===== src/rtl/mips_defs.sv =====
// Shared MIPS pipeline encodings for the fetch/redirect path.
package mips_defs;

  typedef enum logic [2:0] {
    BR_NONE = 3'd0,
    BR_BEQ  = 3'd1,
    BR_BNE  = 3'd2,
    BR_BGEZ = 3'd3,
    BR_BGTZ = 3'd4,
    BR_BLEZ = 3'd5,
    BR_BLTZ = 3'd6
  } br_op_e;

  typedef enum logic [1:0] {
    JMP_NONE = 2'd0,
    JMP_IMM  = 2'd1,
    JMP_REG  = 2'd2
  } jmp_op_e;

  localparam logic [31:0] DEFAULT_RESET_PC = 32'h0000_3000;

endpackage


===== src/rtl/pc_redirect_br_cond.sv =====
// Branch condition evaluation from comparator result and rs sign/zero tests.
module br_cond
  import mips_defs::*;
(
  input  logic [2:0]  br_op,
  input  logic        cmp_eq,
  input  logic [31:0] rs_val,
  output logic        cond
);

  logic rs_neg;
  logic rs_zero;

  always_comb begin
    rs_neg  = rs_val[31];
    rs_zero = (rs_val == '0);
    cond    = 1'b0;
    case (br_op)
      BR_BEQ:  cond = cmp_eq;
      BR_BNE:  cond = !cmp_eq;
      BR_BGEZ: cond = !rs_neg;
      BR_BGTZ: cond = !rs_neg && !rs_zero;
      BR_BLEZ: cond = rs_neg || rs_zero;
      BR_BLTZ: cond = rs_neg;
      default: cond = 1'b0;
    endcase
  end

endmodule


===== src/rtl/pc_redirect.sv =====
// IF program counter with delayed-branch redirect from ID and branch statistics.
module pc_redirect
  import mips_defs::*;
#(
  parameter logic [31:0] RESET_PC = DEFAULT_RESET_PC,
  parameter int unsigned CNT_W    = 32
) (
  input  logic             clk,
  input  logic             reset,
  input  logic             stall,
  input  logic             id_valid,
  input  logic [31:0]      id_pc,
  input  logic [2:0]       br_op,
  input  logic [1:0]       jmp_op,
  input  logic             cmp_eq,
  input  logic [31:0]      rs_val,
  input  logic [15:0]      imm16,
  input  logic [25:0]      idx26,
  output logic [31:0]      pc_if,
  output logic [31:0]      link_addr,
  output logic             br_taken,
  output logic [CNT_W-1:0] br_cnt,
  output logic [CNT_W-1:0] br_taken_cnt
);

  logic [31:0]      pc_q, pc_d;
  logic [CNT_W-1:0] br_cnt_q, br_cnt_d;
  logic [CNT_W-1:0] br_taken_cnt_q, br_taken_cnt_d;

  logic        cond;
  logic [31:0] pc_plus4;
  logic [31:0] br_target;
  logic [31:0] jmp_target;
  logic        is_branch;
  logic        is_jreg;
  logic        is_jimm;

  br_cond u_br_cond (
    .br_op  (br_op),
    .cmp_eq (cmp_eq),
    .rs_val (rs_val),
    .cond   (cond)
  );

  always_comb begin
    pc_plus4   = id_pc + 32'd4;
    br_target  = pc_plus4 + {{14{imm16[15]}}, imm16, 2'b00};
    jmp_target = {pc_plus4[31:28], idx26, 2'b00};
    link_addr  = id_pc + 32'd8;
    br_taken   = id_valid && cond;
    is_jreg    = id_valid && (jmp_op == JMP_REG);
    is_jimm    = id_valid && (jmp_op == JMP_IMM);
    // Only a lone branch counts; a branch paired with any jump code is ignored.
    is_branch  = id_valid && (jmp_op == JMP_NONE) &&
                 (br_op >= BR_BEQ) && (br_op <= BR_BLTZ);

    pc_d           = pc_q;
    br_cnt_d       = br_cnt_q;
    br_taken_cnt_d = br_taken_cnt_q;

    if (!stall) begin
      if (is_jreg)       pc_d = rs_val;
      else if (is_jimm)  pc_d = jmp_target;
      else if (br_taken) pc_d = br_target;
      else               pc_d = pc_q + 32'd4;

      if (is_branch) begin
        br_cnt_d = br_cnt_q + CNT_W'(1);
        if (br_taken) br_taken_cnt_d = br_taken_cnt_q + CNT_W'(1);
      end
    end
  end

  always_ff @(posedge clk or posedge reset) begin
    if (reset) begin
      pc_q           <= RESET_PC;
      br_cnt_q       <= '0;
      br_taken_cnt_q <= '0;
    end else begin
      pc_q           <= pc_d;
      br_cnt_q       <= br_cnt_d;
      br_taken_cnt_q <= br_taken_cnt_d;
    end
  end

  assign pc_if        = pc_q;
  assign br_cnt       = br_cnt_q;
  assign br_taken_cnt = br_taken_cnt_q;

endmodule

===== config.mk =====
export PLATFORM = sky130hd
export DESIGN_NAME = pc_redirect
export DESIGN_NICKNAME = d
export VERILOG_FILES = /design/src/rtl/mips_defs.sv /design/src/rtl/pc_redirect_br_cond.sv /design/src/rtl/pc_redirect.sv
export SDC_FILE = /design/constraint.sdc
export NUM_CORES = 1
export LEC_CHECK = 0
export CELL_PAD_IN_SITES_DETAIL_PLACEMENT = 1
export CELL_PAD_IN_SITES_GLOBAL_PLACEMENT = 2
export CORE_MARGIN = 3
export CORE_UTILIZATION = 29
export DETAILED_ROUTE_END_ITERATION = 12
export PLACE_DENSITY_LB_ADDON = 0.1
export SLEW_MARGIN = 20
export SYNTH_ARGS = -nofsm -noshare
export SYNTH_HDL_FRONTEND = slang
export SYNTH_SLANG_ARGS = --single-unit
export TNS_END_PERCENT = 5

===== constraint.sdc =====
create_clock -name clk -period 5.55 [get_ports clk]
set_input_delay 1.665 -clock clk [delete_from_list [all_inputs] [get_ports clk]]
set_output_delay 1.665 -clock clk [all_outputs]
set_load 0.03 [all_outputs]

# Word-level counts from Yosys, hierarchy flattened
# Index checks and enable logic that the tools add are counted.
# op_classes
n_reduce_logical,15
n_lt_le_gt_ge,2
bitwise,1
n_mux,4
n_eq_ne,8
addsub,6
# ops
cell,count
32-bit 2-to-1 mux,3
"32-bit by 1-bit adder with 32-bit output, second input constant",2
"32-bit by 3-bit adder with 32-bit output, second input constant",2
32-bit adder,1
"32-bit by 4-bit adder with 32-bit output, second input constant",1
32-bit zero test,1
"3-bit equality test, second input constant",3
1-bit logical AND,7
"3-bit by 2-bit equality test with 1-bit output, second input constant",2
1-bit one-hot mux with 6 select lines,1
"3-bit by 1-bit equality test with 1-bit output, second input constant",1
"3-bit by 1-bit >= comparator with 1-bit output, second input constant",1
"3-bit <= comparator, second input constant",1
1-bit zero test,3
3-bit AND reduction,1
"2-bit by 1-bit equality test with 1-bit output, second input constant",1
"2-bit equality test, second input constant",1
2-bit zero test,1
2-bit AND reduction,1
1-bit logical OR,1
1-bit inverter,1
# word_totals
word_cells,39
input_bits,116
output_inout_bits,129
ff_bits,96

# Logic depth before layout (Yosys ltp)
# Gate-level depths: netlist of the first run.
# depth
word_depth,8
ltp_mapped,18
depth_no_buf,18

# Hierarchy
# From an unflattened synthesis of the first run, not the netlist that was laid out.
# unflattened
cells_unflattened,1018
hier_area_um2,8295.5
# by_module_without_submodules
mod,cells_per_inst,instances,seq_area_each_um2,area_each_um2
pc_redirect,1000,1,2404.8,8149.1
br_cond,18,1,0.0,146.4

# Worst setup path before layout of the first run
# No wires, ideal clock.
# synth_path
path_kind,in2out
start,in id_pc[3]
end,out link_addr[29]
t_required_ns,3.885
stages,7
path_buffers,0
t_arrival_ns,3.479
slack_ns,0.406
cell_sequence,ha_1 -> and3_1 -> nand3_1 -> nor2_1 -> nand3_1 -> or3_1 -> xnor2_1
# synth_via
elab_chain_cells,1
# synth_lines
item,line_no,source
start: declaration,pc_redirect.sv:12,"input logic [31:0] id_pc,"
32-bit by 4-bit adder with 32-bit output,pc_redirect.sv:49,link_addr = id_pc + 32'd8;
end: declaration,pc_redirect.sv:20,"output logic [31:0] link_addr,"
# Every way passes these cells.

# Worst setup path in the final report of the first run
# layout_path
start,in id_pc[3]
end,out link_addr[21]
# The elaborated chain is that of the path after synthesis.

==> implementation parameters, run 1 <==
Parameter                              Value

Flow run
  Number of max-cap violations    0

Timing
  Worst-Margin Slew    0.904 ns
  Final hold violation count    0
  Setup repair after global routing missed its margin    yes
  Least setup slack across all paths after layout    0.0927 ns
  Number of slew-limit violations in the final report    0
  Final Hold Slack    between 0.4 and 0.5 ns
  Layout Skew    between 0.01 and 0.015 ns
  Relative slew slack    0.398
  Min cycle time layout    5.46 ns
  Max Freq    0.183 GHz
  Crit share post-route    0.983
  Setup-failing EPs final    0

Clock network
  Worst-Skew Late Latency    0.35 ns
  Buffers from clock root to sink, at most    2
  Clock Pin Slew Worst Setup and Hold Paths    0.07 ns
  Cts bufs inserted    9
  Hold-fix buffers at CTS    0
  CTS H-Tree Depth    3
  Clock net sink count    96
  Buffer cell driving the clock tree root    sky130_fd_sc_hd__clkbuf_16
  CTS tree    built

Pwr
  Leakage power summed over all cells    between 5 and 6 nW
  Final total power    2.55 mW
  Maximum resistive drop on vdd    0.145 mV
  PwrDens    roughly 210 nW/µm²

Cells and area
  Layout cell share with drive strength beyond 1    0.136
  Fillers    between 3000 and 4000
  Area of the multi-input gates    5470 µm²
  Total Nets Final    1474
  Most common library cell in the layout ignoring fill and taps    sky130_fd_sc_hd__clkdlybuf4s50_1
  Synthesis-to-finish area growth    50.0%
  Combined flip-flop and latch cell area    2400 µm²
  Most used cells in the layout excluding fill and tap cells    sky130_fd_sc_hd__clkdlybuf4s50_1 (220), sky130_fd_sc_hd__buf_4 (122), sky130_fd_sc_hd__nand2_1 (117)
  Post-route core utilization    0.445

Die
  Std cell rows    60
  Ports placed on the boundary    245
  Horiz. Die Dim    173 µm
  Overall die area    29900 µm²
  Initial standard-cell utilization of the core    0.297
  Core ar.    27200 µm²
  Chip Height    173 µm

Yosys
  Main combinational cell family by area after synthesis    simple AND/OR/NAND/NOR gates
  Number of synthesized flops with an enable pin    0
  Largest cells by area after synthesis    sky130_fd_sc_hd__dfrtp_1 (29%), sky130_fd_sc_hd__xnor2_1 (12%), sky130_fd_sc_hd__xor2_1 (6.6%), sky130_fd_sc_hd__ha_1 (5.9%), sky130_fd_sc_hd__nand2_1 (5.4%)
  Synth Flop Type    sky130_fd_sc_hd__dfrtp_1
  Fraction of the mapped netlist area in compound gates    0.172
  Simple-gate share of the synthesized area    0.242
  Ys Warns    0
  Parity-gate share of the synthesized area counting xor and xnor cells    0.181
  FF+latch count, synth    96
  Share of synthesized flip-flops with an asynchronous set or reset    1.00
  Count of distinct cell types in the synthesized netlist    between 60 and 70
  Top-area cell type share of the netlist area    0.291
  Library cell occupying the most area in the post-synthesis netlist    sky130_fd_sc_hd__dfrtp_1
  Post-synthesis sequential area ratio    0.298
  Post-Syn Instances    992
  Synthesized netlist net count    1147
  Adder and majority cell fraction of the synthesized area    0.0614
  Share of cell area taken by muxes after synthesis    0.00930
  Synthesized cell area    a little over 8000 µm²
  Synthesized area per cell    8.14 µm²

Place
  Count of buffers from port buffering    244
  Worst setup timing slack at the placement stage    -0.227 ns
  HPWL Detailed    between 20 and 30 mm
  Final Wtd Congestion    around 0.83

Detailed routing
  Length of the first detailed-routing pass in iterations    4
  Residual DRC    0
  DRT iter0 DRCs    438
  Detailed-route via count    between 8000 and 9000
  Post-DR vias/cell    about 5.0
  Overall routed net length    ~32 mm
  Average routed wire per standard cell    18.6 µm
  DRT antenna net count    0

Setup path
  Startpoint Class    input port
  Worst R2R Path Depth    10
  Setup slack of the worst register-to-register path    between 2 and 3 ns
  Endpoint class of the critical path    output port
  Data arrival, critical path    between 3 and 4 ns
  Critical path class    in -> out
  Beginning of the worst register-to-register path    pc_if[3]$_DFFE_PP0N_
  Required time reported for the critical path endpoint    3.88 ns
  Critical R2R Capture    pc_if[22]$_DFFE_PP0N_
  Peak fanout along the critical path    4

Hold path
  Endpoint of the worst hold path    br_taken_cnt[31]$_DFFE_PP0P_
  Hold Path Cell Cnt    1
  Hold path startpoint    br_taken_cnt[31]$_DFFE_PP0P_
  Kind of path behind the tightest hold check    reg -> reg

Global routing
  Number of global-route vias before repair    8947
  GRT Overall Usage    0.206
  Final global-route overflow total    0
  First-pass GRT wire length    around 50 mm
  Maximum number of pins on one net before global-route repair    71
  Initial antenna violation count    0

Run status
  Result of the run    complete, no violations
==> worst max-delay path, stage by stage <==
cell and delay, ns:
sky130_fd_sc_hd__clkdlybuf4s50_1 0.51, sky130_fd_sc_hd__ha_1 0.20, sky130_fd_sc_hd__and3_1 0.18, sky130_fd_sc_hd__nand3_1 0.13, sky130_fd_sc_hd__nor2_2 0.15, sky130_fd_sc_hd__nand3_2 0.17, sky130_fd_sc_hd__buf_4 0.19, sky130_fd_sc_hd__nor3_1 0.20
sky130_fd_sc_hd__xor2_1 0.20, sky130_fd_sc_hd__buf_4 0.19
==> worst max path at each step <==
| stage | startpoint | slack, ns | endpoint |
|---|---|---|---|
| floorplan | id_pc[3] | 0.41 | link_addr[29] |
| global placement | rs_val[14] | -0.15 | br_taken |
| finish | id_pc[3] | 0.09 | link_addr[21] |
| CTS | id_pc[3] | 0.01 | link_addr[29] |
| global route | id_pc[9] | -0.03 | link_addr[30] |
| detailed placement | id_pc[8] | -0.23 | pc_if[31]$_DFFE_PP0N_ |
==> metrics by stage <==
stage | cells | setup TNS (ns) | area (µm²)
3_5_place_dp | 1680 | -0.854 | 11700
3_3_place_gp | 1680 | -0.328 | 11700
2_1_floorplan | 992 | 0 | 8070
6_report | 1696 | 0 | 12100
5_1_grt | 1695 | -0.0447 | 12100
4_1_cts | 1695 | 0 | 12000
==> synth_stat cells (4+ instances only) <==
cell / n
sky130_fd_sc_hd__nor3_1: 23
sky130_fd_sc_hd__or3_1: 8
sky130_fd_sc_hd__o31ai_1: 5
sky130_fd_sc_hd__nor2b_1: 4
sky130_fd_sc_hd__nand2_1: 117
sky130_fd_sc_hd__nor4_1: 11
sky130_fd_sc_hd__xor2_1: 61
sky130_fd_sc_hd__nor2_1: 87
sky130_fd_sc_hd__nor3_2: 4
sky130_fd_sc_hd__o211ai_1: 14
sky130_fd_sc_hd__clkbuf_1: 26
sky130_fd_sc_hd__mux2_2: 4
sky130_fd_sc_hd__ha_1: 38
sky130_fd_sc_hd__and3_1: 23
sky130_fd_sc_hd__o21bai_1: 5
sky130_fd_sc_hd__dfrtp_1: 94
sky130_fd_sc_hd__a211oi_1: 16
sky130_fd_sc_hd__nand3_1: 59
sky130_fd_sc_hd__a21oi_1: 48
sky130_fd_sc_hd__a221oi_1: 6
sky130_fd_sc_hd__buf_4: 5
sky130_fd_sc_hd__nand4_1: 27
sky130_fd_sc_hd__a31oi_1: 9
sky130_fd_sc_hd__inv_1: 32
sky130_fd_sc_hd__and2_1: 6
sky130_fd_sc_hd__and4_1: 7
sky130_fd_sc_hd__o21ai_0: 48
sky130_fd_sc_hd__buf_2: 8
sky130_fd_sc_hd__nand2b_1: 8
sky130_fd_sc_hd__o22ai_1: 6
sky130_fd_sc_hd__o21a_1: 9
sky130_fd_sc_hd__o221ai_1: 6
sky130_fd_sc_hd__xnor2_1: 106
sky130_fd_sc_hd__nand3b_1: 4
sky130_fd_sc_hd__a21o_1: 14
==> logic make-up (layout without fill, tap and decap cells) <==
| kind of cell | count (synthesis) | count (layout) |
|---|---|---|
| AOI/OAI and AO/OA | 211 | 211 |
| xor gates and xnor gates | 167 | 167 |
| adders and majority gates | 39 | 39 |
| buffers and inverters | 71 | 402 |
| DFF | 96 | 96 |
| muxes | 7 | 7 |
| other | 0 | 1 |
| and+or+nand+nor | 401 | 401 |
==> registers in the layout, indices dropped and copies added, names as in the netlist <==
register	cells
br_taken_cnt	32
br_cnt	32
pc_if	32
==> what timing repair did <==
item | 4_1_cts | 5_1_grt
setup buffers | 0 | 0
gates resized for setup | 3 | 15
endpoints found under the setup margin | 4 | 16
==> routing by layer <==
layer | global-route usage | part of all wire | vias to the layer above
li1 | - | - | 4175
met1 | 0.282 | 0.47 | 4095
met2 | 0.349 | 0.47 | 212
met3 | 0.0281 | 0.041 | 20
met4 | 0.0399 | 0.014 | 0
met5 | 0 | 0 | -
==> where the power goes <==
| part | leakage, nW | switching, mW | internal (mW) |
|---|---|---|---|
| sequential | 1.23 | 0.107 | 0.767 |
| combinational | 3.74 | 0.582 | 0.493 |
| clock | 0.126 | 0.297 | 0.309 |
==> area by class of cell <==
| cell class | instances | area share |
|---|---|---|
| clock buffers | 9 | 0.0186 |
| repair buffers | 355 | 0.278 |
| clock inverters | 6 | 0.00424 |
| inverters | 32 | 0.0101 |
| multi-input cells | 825 | 0.452 |
| diodes | 1 | 0.000207 |
| well taps | 372 | 0.0385 |
| flip-flops and latches | 96 | 0.199 |
Power figures use the tool's default switching activity.
==> run 2, diff against run 1 <==
--- a/config.mk
+++ b/config.mk
@@ -8,7 +8,7 @@
 export CELL_PAD_IN_SITES_DETAIL_PLACEMENT = 1
 export CELL_PAD_IN_SITES_GLOBAL_PLACEMENT = 2
 export CORE_MARGIN = 3
-export CORE_UTILIZATION = 29
+export CORE_UTILIZATION = 27
 export DETAILED_ROUTE_END_ITERATION = 12
 export PLACE_DENSITY_LB_ADDON = 0.1
 export SLEW_MARGIN = 20
==> constraint.sdc (replaced) <==
create_clock -name clk -period 5.8 [get_ports clk]
set_input_delay 1.74 -clock clk [delete_from_list [all_inputs] [get_ports clk]]
set_output_delay 1.74 -clock clk [all_outputs]
set_load 0.03 [all_outputs]
==> implementation parameters, run 2 (synthesis gave the netlist of run 1 again) <==
Parameter                              Value

Run status
  Result of the run    complete, no violations

Detailed routing
  Average routed wire per standard cell    19.1 µm (+2.3%)
  Post-DR vias/cell    4.98 (-0.75%)
  Detailed-route via count    8279 (-2.6%)
  DRT antenna net count    0 (unchanged)
  Length of the first detailed-routing pass in iterations    4 (unchanged)
  Overall routed net length    31.7 mm (+0.36%)
  DRT iter0 DRCs    486 (+11%)
  Residual DRC    0 (unchanged)

Clock network
  Clock Pin Slew Worst Setup and Hold Paths    0.08 ns (about the same)
  Clock net sink count    96 (unchanged)
  CTS tree    built
  CTS H-Tree Depth    3 (unchanged)
  Buffer cell driving the clock tree root    sky130_fd_sc_hd__clkbuf_16
  Worst-Skew Late Latency    0.35 ns (about the same)
  Cts bufs inserted    9 (unchanged)
  Buffers from clock root to sink, at most    2 (unchanged)

Timing
  Setup repair after global routing missed its margin    yes
  Relative slew slack    0.472 (+0.0740)
  Worst-Margin Slew    0.788 ns (-0.115 ns)
  Final hold violation count    0 (unchanged)
  Max Freq    approximately 0.18 GHz
  Layout Skew    0.00896 ns (-0.00264 ns)
  Crit share post-route    0.977
  Setup-failing EPs final    0 (unchanged)
  Least setup slack across all paths after layout    0.132 ns (+0.0397 ns)
  Number of slew-limit violations in the final report    0 (unchanged)
  Min cycle time layout    between 5 and 6 ns

Cells and area
  Total Nets Final    1426 (-3.3%)
  Combined flip-flop and latch cell area    2400 µm² (unchanged)
  Area of the multi-input gates    5390 µm² (-1.5%)
  Fillers    3478 (+8.4%)
  Synthesis-to-finish area growth    44.8%
  Most used cells in the layout excluding fill and tap cells    sky130_fd_sc_hd__clkdlybuf4s50_1 (223), sky130_fd_sc_hd__nand2_1 (117), sky130_fd_sc_hd__xnor2_1 (106)
  Layout cell share with drive strength beyond 1    0.0957 (-0.0404)
  Most common library cell in the layout ignoring fill and taps    sky130_fd_sc_hd__clkdlybuf4s50_1
  Post-route core utilization    0.402 (-0.0437)
  Final cell count without fillers    1664 (-1.9%)

Global routing
  First-pass GRT wire length    49.0 mm (-2.3%)
  GRT Overall Usage    0.196 (-0.00995)
  Number of global-route vias before repair    8481 (-5.2%)
  Final global-route overflow total    0 (unchanged)
  Initial antenna violation count    1 (+1)
  Maximum number of pins on one net before global-route repair    76 (+7.0%)

Place
  HPWL Detailed    25.5 mm (-0.67%)
  Placed instance count    1644 (-2.1%)
  Worst setup timing slack at the placement stage    -0.0150 ns (+0.212 ns)
  Final Wtd Congestion    0.797 (-3.5%)
  Count of buffers from port buffering    244 (unchanged)

Setup path
  Data arrival, critical path    3.93 ns (+0.14 ns)
  Peak fanout along the critical path    4 (unchanged)
  Startpoint Class    input port
  Required time reported for the critical path endpoint    4.06 ns (+0.18 ns)
  Critical path class    in -> out
  Endpoint class of the critical path    output port

Die
  Std cell rows    62 (+3.3%)
  Core ar.    29100 µm² (+7.0%)
  Horiz. Die Dim    179 µm (+3.5%)
  Chip Height    179 µm (+3.5%)
  Ports placed on the boundary    245 (unchanged)
  Overall die area    32000 µm² (+7.1%)
  Initial standard-cell utilization of the core    0.277 (-0.0195)

Hold path
  Kind of path behind the tightest hold check    reg -> reg

Pwr
  Leakage power summed over all cells    4.80 nW (-5.7%)
  Maximum resistive drop on vdd    0.124 mV (-14%)
  PwrDens    207 nW/µm² (-2.1%)

Flow run
  Number of max-cap violations    0 (unchanged)
==> run 2: cell types whose count changed in the layout (fill, tap and decap cells not counted), moves of 3 or more <==
cell and change:
sky130_fd_sc_hd__clkdlybuf4s50_1 +3, sky130_fd_sc_hd__diode_2 +4, sky130_fd_sc_hd__xnor2_1 +4, sky130_fd_sc_hd__xnor2_2 -4, sky130_fd_sc_hd__buf_4 -49, sky130_fd_sc_hd__nor4_4 -3
==> run 2: repair_timing <==
item,in CTS,in global routing
setup buffers,0,0
resized for setup,0,2
hold buffers,0,0
hold endpoints to repair,0,0
setup endpoints to repair,0,2
==> run 2: path summary, 6_finish.rpt <==
| check | start | to | slack, ns | depth (start not counted) |
|---|---|---|---|---|
| min in group asynchronous | reset | br_taken_cnt[20]$_DFFE_PP0P_ | 1.91 | 2 |
| worst max register to register | pc_if[3]$_DFFE_PP0N_ | pc_if[26]$_DFFE_PP0N_ | 2.83 | 10 |
| worst min-delay path | br_cnt[31]$_DFFE_PP0P_ | br_cnt[31]$_DFFE_PP0P_ | 0.47 | 1 |
| worst max-delay path | id_pc[3] | link_addr[29] | 0.13 | 9 |
| max in group asynchronous | reset | br_cnt[15]$_DFFE_PP0P_ | 3.13 | 3 |
| worst min register to register | br_cnt[31]$_DFFE_PP0P_ | br_cnt[31]$_DFFE_PP0P_ | 0.47 | 1 |
==> run 2: final cells by class <==
cell class / instances / area share
Clock buffer: 9 / 0.0193
Inverter: 32 / 0.0107
Timing Repair Buffer: 307 / 0.257
Tap cell: 384 / 0.0411
Antenna cell: 5 / 0.00107
Sequential cell: 96 / 0.206
Multi-Input combinational cell: 825 / 0.461
Clock inverter: 6 / 0.00439
==> run 2: layer usage <==
layer	part of all wire	vias to the layer above	global-route usage
met5	0	-	0
met4	0.0087	0	0.0331
met3	0.061	18	0.0330
met2	0.46	209	0.322
met1	0.47	3952	0.274
li1	-	4100	-
==> run 2: metrics by stage <==
stage | TNS [ns] | instance area (µm²) | power, mW | hold slack (ns)
2_1_floorplan | 0 | 8070 | 1.38 | 0.569
3_3_place_gp | 0 | 11400 | 1.83 | 0.456
3_5_place_dp | -0.0150 | 11400 | 1.84 | 0.460
4_1_cts | 0 | 11700 | 2.44 | 0.473
5_1_grt | -0.0173 | 11700 | 2.56 | 0.479
6_report | 0 | 11700 | 2.41 | 0.472
==> run 2: worst max-delay path, stage by stage <==
cell                              delay, ns
sky130_fd_sc_hd__clkdlybuf4s50_1       0.48
sky130_fd_sc_hd__ha_1                  0.19
sky130_fd_sc_hd__and3_1                0.18
sky130_fd_sc_hd__nand3_1               0.11
sky130_fd_sc_hd__nor2_1                0.15
sky130_fd_sc_hd__nand3_1               0.22
sky130_fd_sc_hd__or3_1                 0.44
sky130_fd_sc_hd__xnor2_1               0.26
sky130_fd_sc_hd__buf_12                0.16
==> run 2: power by group <==
| group | switching (mW) | internal [mW] | leakage (nW) | total [mW] |
|---|---|---|---|---|
| sequential | 0.0990 | 0.734 | 1.23 | 0.833 |
| combinational | 0.548 | 0.442 | 3.45 | 0.991 |
| clock | 0.295 | 0.295 | 0.126 | 0.590 |
| total | 0.942 | 1.47 | 4.80 | 2.41 |
==> run 3, diff against run 2 <==
--- a/config.mk
+++ b/config.mk
@@ -11,7 +11,7 @@
 export CORE_UTILIZATION = 27
 export DETAILED_ROUTE_END_ITERATION = 12
 export PLACE_DENSITY_LB_ADDON = 0.1
-export SLEW_MARGIN = 20
+export SLEW_MARGIN = 25
 export SYNTH_ARGS = -nofsm -noshare
 export SYNTH_HDL_FRONTEND = slang
 export SYNTH_SLANG_ARGS = --single-unit
==> implementation parameters, run 3 (synthesis gave the netlist of run 1 again) <==
Parameter                              Value

Setup path
  Startpoint of the worst setup timing path    id_pc[3]
  Setup slack of the worst register-to-register path    2.80 ns (-0.03 ns)
  Crit path max-delay family    simple AND/OR/NAND/NOR gates
  Endpoint class of the critical path    output port
  Beginning of the worst register-to-register path    pc_if[3]$_DFFE_PP0N_
  Peak fanout along the critical path    4 (unchanged)
  Critical path class    in -> out
  Startpoint Class    input port
  Cell repeated most along the worst path    sky130_fd_sc_hd__nand3_1
  Critical R2R Capture    pc_if[26]$_DFFE_PP0N_
  Worst path slowest cell    sky130_fd_sc_hd__clkdlybuf4s50_1
  Slowest cell delay on critical path    0.48 ns (about the same)
  Data arrival, critical path    3.93 ns (about the same)
  Setup crit end    link_addr[29]
  CP Buf/Inv Count    2 (unchanged)
  Cells traversed along the worst timing path    clkdlybuf4s50_1 -> ha_1 -> and3_1 -> nand3_1 -> nor2_1 -> nand3_1 -> or3_1 -> xnor2_1 -> buf_12
  Required time reported for the critical path endpoint    4.06 ns (about the same)
  Worst R2R Path Depth    10 (unchanged)
  Crit path depth    9 (unchanged)

Die
  Ports placed on the boundary    245 (unchanged)
  Chip Height    179 µm (unchanged)
  Horiz. Die Dim    179 µm (unchanged)
  Initial standard-cell utilization of the core    0.277 (unchanged)
  Core ar.    29100 µm² (unchanged)
  Overall die area    32000 µm² (unchanged)
  Std cell rows    62 (unchanged)

Hold path
  Kind of path behind the tightest hold check    reg -> reg
  Hold Path Cell Cnt    1 (unchanged)
  Hold path startpoint    br_cnt[31]$_DFFE_PP0P_

Timing
  Relative slew slack    0.491 (+0.0197)
  Number of slew-limit violations in the final report    0 (unchanged)
  Layout Skew    0.00953 ns (+0.000569 ns)
  Setup repair after global routing missed its margin    yes
  Min cycle time layout    5.67 ns (-0.000910 ns)
  Worst-Margin Slew    0.759 ns (-0.0294 ns)
  Final Hold Slack    0.472 ns (-0.000185 ns)
  Crit share post-route    0.977 (about the same)
  Setup-failing EPs final    0 (unchanged)
  Final hold violation count    0 (unchanged)
  Max Freq    0.176 GHz (about the same)

Pwr
  PwrDens    207 nW/µm² (about the same)
  Switching Fraction    0.390 (about the same)
  Internal power summed over all cells    1.47 mW (about the same)
  Switching power total    0.942 mW (about the same)
  Part of the power in registers    0.345 (about the same)
  Portion of total power attributed to combinational logic    0.410 (about the same)
  Leakage power summed over all cells    4.80 nW (about the same)
  Maximum resistive drop on vdd    0.124 mV (-0.15%)
  Portion of total power attributed to the clock network    0.244 (about the same)
  Final total power    2.41 mW (about the same)

Clock network
  Worst-Skew Late Latency    0.35 ns (about the same)
  CTS H-Tree Depth    3 (unchanged)
  Buffers from clock root to sink, at most    2 (unchanged)
  CTS tree    built
  Buffer cell driving the clock tree root    sky130_fd_sc_hd__clkbuf_16
  Cts bufs inserted    9 (unchanged)
  Hold-fix buffers at CTS    0 (unchanged)
  Clock Pin Slew Worst Setup and Hold Paths    0.08 ns (about the same)
  Count of instances resized after the clock tree is built    0 (unchanged)
  Clock net sink count    96 (unchanged)
  Number of post-CTS setup repair buffers    0 (unchanged)

Place
  HPWL Detailed    25.6 mm (about the same)
  Final Wtd Congestion    0.797 (unchanged)
  Count of buffers from port buffering    244 (unchanged)

Detailed routing
  Length of the first detailed-routing pass in iterations    4 (unchanged)
  Overall routed net length    31.8 mm (+0.26%)
  Residual DRC    0 (unchanged)
  Average routed wire per standard cell    19.2 µm (+0.50%)
  DRT antenna net count    0 (unchanged)
  Post-DR vias/cell    4.98 (+0.17%)
  DRT iter0 DRCs    491 (+1.0%)
  Detailed-route via count    8273 (-0.072%)

Global routing
  Final global-route overflow total    0 (unchanged)
  Maximum number of pins on one net before global-route repair    76 (unchanged)
  First-pass GRT wire length    49.1 mm (+0.13%)
  Initial antenna violation count    1 (unchanged)
  Number of global-route vias before repair    8494 (+0.15%)
  GRT Overall Usage    0.196 (+0.000276)

Cells and area
  Most used cells in the layout excluding fill and tap cells    sky130_fd_sc_hd__clkdlybuf4s50_1 (223), sky130_fd_sc_hd__nand2_1 (117), sky130_fd_sc_hd__xnor2_1 (106)
  Total Nets Final    1426 (unchanged)
  Most common library cell in the layout ignoring fill and taps    sky130_fd_sc_hd__clkdlybuf4s50_1
  Layout cell share with drive strength beyond 1    0.0957 (unchanged)
  Fillers    3477 (-0.029%)
  Synthesis-to-finish area growth    44.7% (about the same)

Run status
  Result of the run    complete, no violations

Flow run
  Number of max-cap violations    0 (unchanged)
run 3: worst min-delay path by stage:
stage | to | slack [ns]
2_1_floorplan | pc_if[13]$_DFFE_PP1N_ | 0.57
3_3_place_gp | br_taken_cnt[31]$_DFFE_PP0P_ | 0.46
3_5_place_dp | br_taken_cnt[31]$_DFFE_PP0P_ | 0.46
4_1_cts | br_taken_cnt[31]$_DFFE_PP0P_ | 0.47
5_1_grt | br_taken_cnt[31]$_DFFE_PP0P_ | 0.48
6_report | br_cnt[31]$_DFFE_PP0P_ | 0.47
run 3: per-stage QoR:
step                instances  TNS (ns)   util  setup WS, ns  cell area (µm²)
finish                   1660         0  0.401         0.133            11700
global route             1659   -0.0173  0.401       -0.0173            11700
CTS                      1659         0  0.401        0.0925            11700
detailed placement       1644   -0.0108  0.391       -0.0108            11400
global placement         1644         0  0.391        0.0563            11400
floorplan                 992         0      -         0.506             8070
run 3: metal layers:
metal / up-vias / routed length [µm] / GRT usage
li1: 4100 / - / -
met1: 3950 / 15000 / 0.274
met2: 205 / 14600 / 0.322
met3: 18 / 2000 / 0.0332
met4: 0 / 274 / 0.0331
met5: - / 0 / 0
run 3: power groups by stage:
stage / clock (mW) / combinational, mW / sequential (mW)
6_report: 0.590 / 0.991 / 0.834
5_1_grt: 0.640 / 1.08 / 0.845
4_1_cts: 0.611 / 1.00 / 0.833
3_5_place_dp: 0 / 0.996 / 0.845
3_3_place_gp: 0 / 0.989 / 0.845
2_1_floorplan: 0 / 0.435 / 0.948
run 3: layout make-up:
| cell class | count | area (µm²) | area share |
|---|---|---|---|
| Clock inverter | 6 | 51.3 | 0.00439 |
| Inverter | 32 | 125 | 0.0107 |
| Clock buffer | 9 | 225 | 0.0193 |
| Sequential cell | 96 | 2400 | 0.206 |
| Antenna cell | 1 | 2.50 | 0.000214 |
| Tap cell | 384 | 480 | 0.0411 |
| Timing Repair Buffer | 307 | 3000 | 0.257 |
| Multi-Input combinational cell | 825 | 5390 | 0.461 |
run 3: worst register-to-register path, stage by stage, from the launching register on:
cell and delay, ns:
sky130_fd_sc_hd__dfrtp_1 0.49, sky130_fd_sc_hd__ha_1 0.25, sky130_fd_sc_hd__nand3_1 0.23, sky130_fd_sc_hd__nor3_2 0.48, sky130_fd_sc_hd__nand4_1 0.45, sky130_fd_sc_hd__nor3_1 0.36, sky130_fd_sc_hd__xor2_1 0.17, sky130_fd_sc_hd__nor3_1 0.06
sky130_fd_sc_hd__nor3_1 0.20, sky130_fd_sc_hd__a21oi_1 0.07, sky130_fd_sc_hd__a31oi_1 0.16
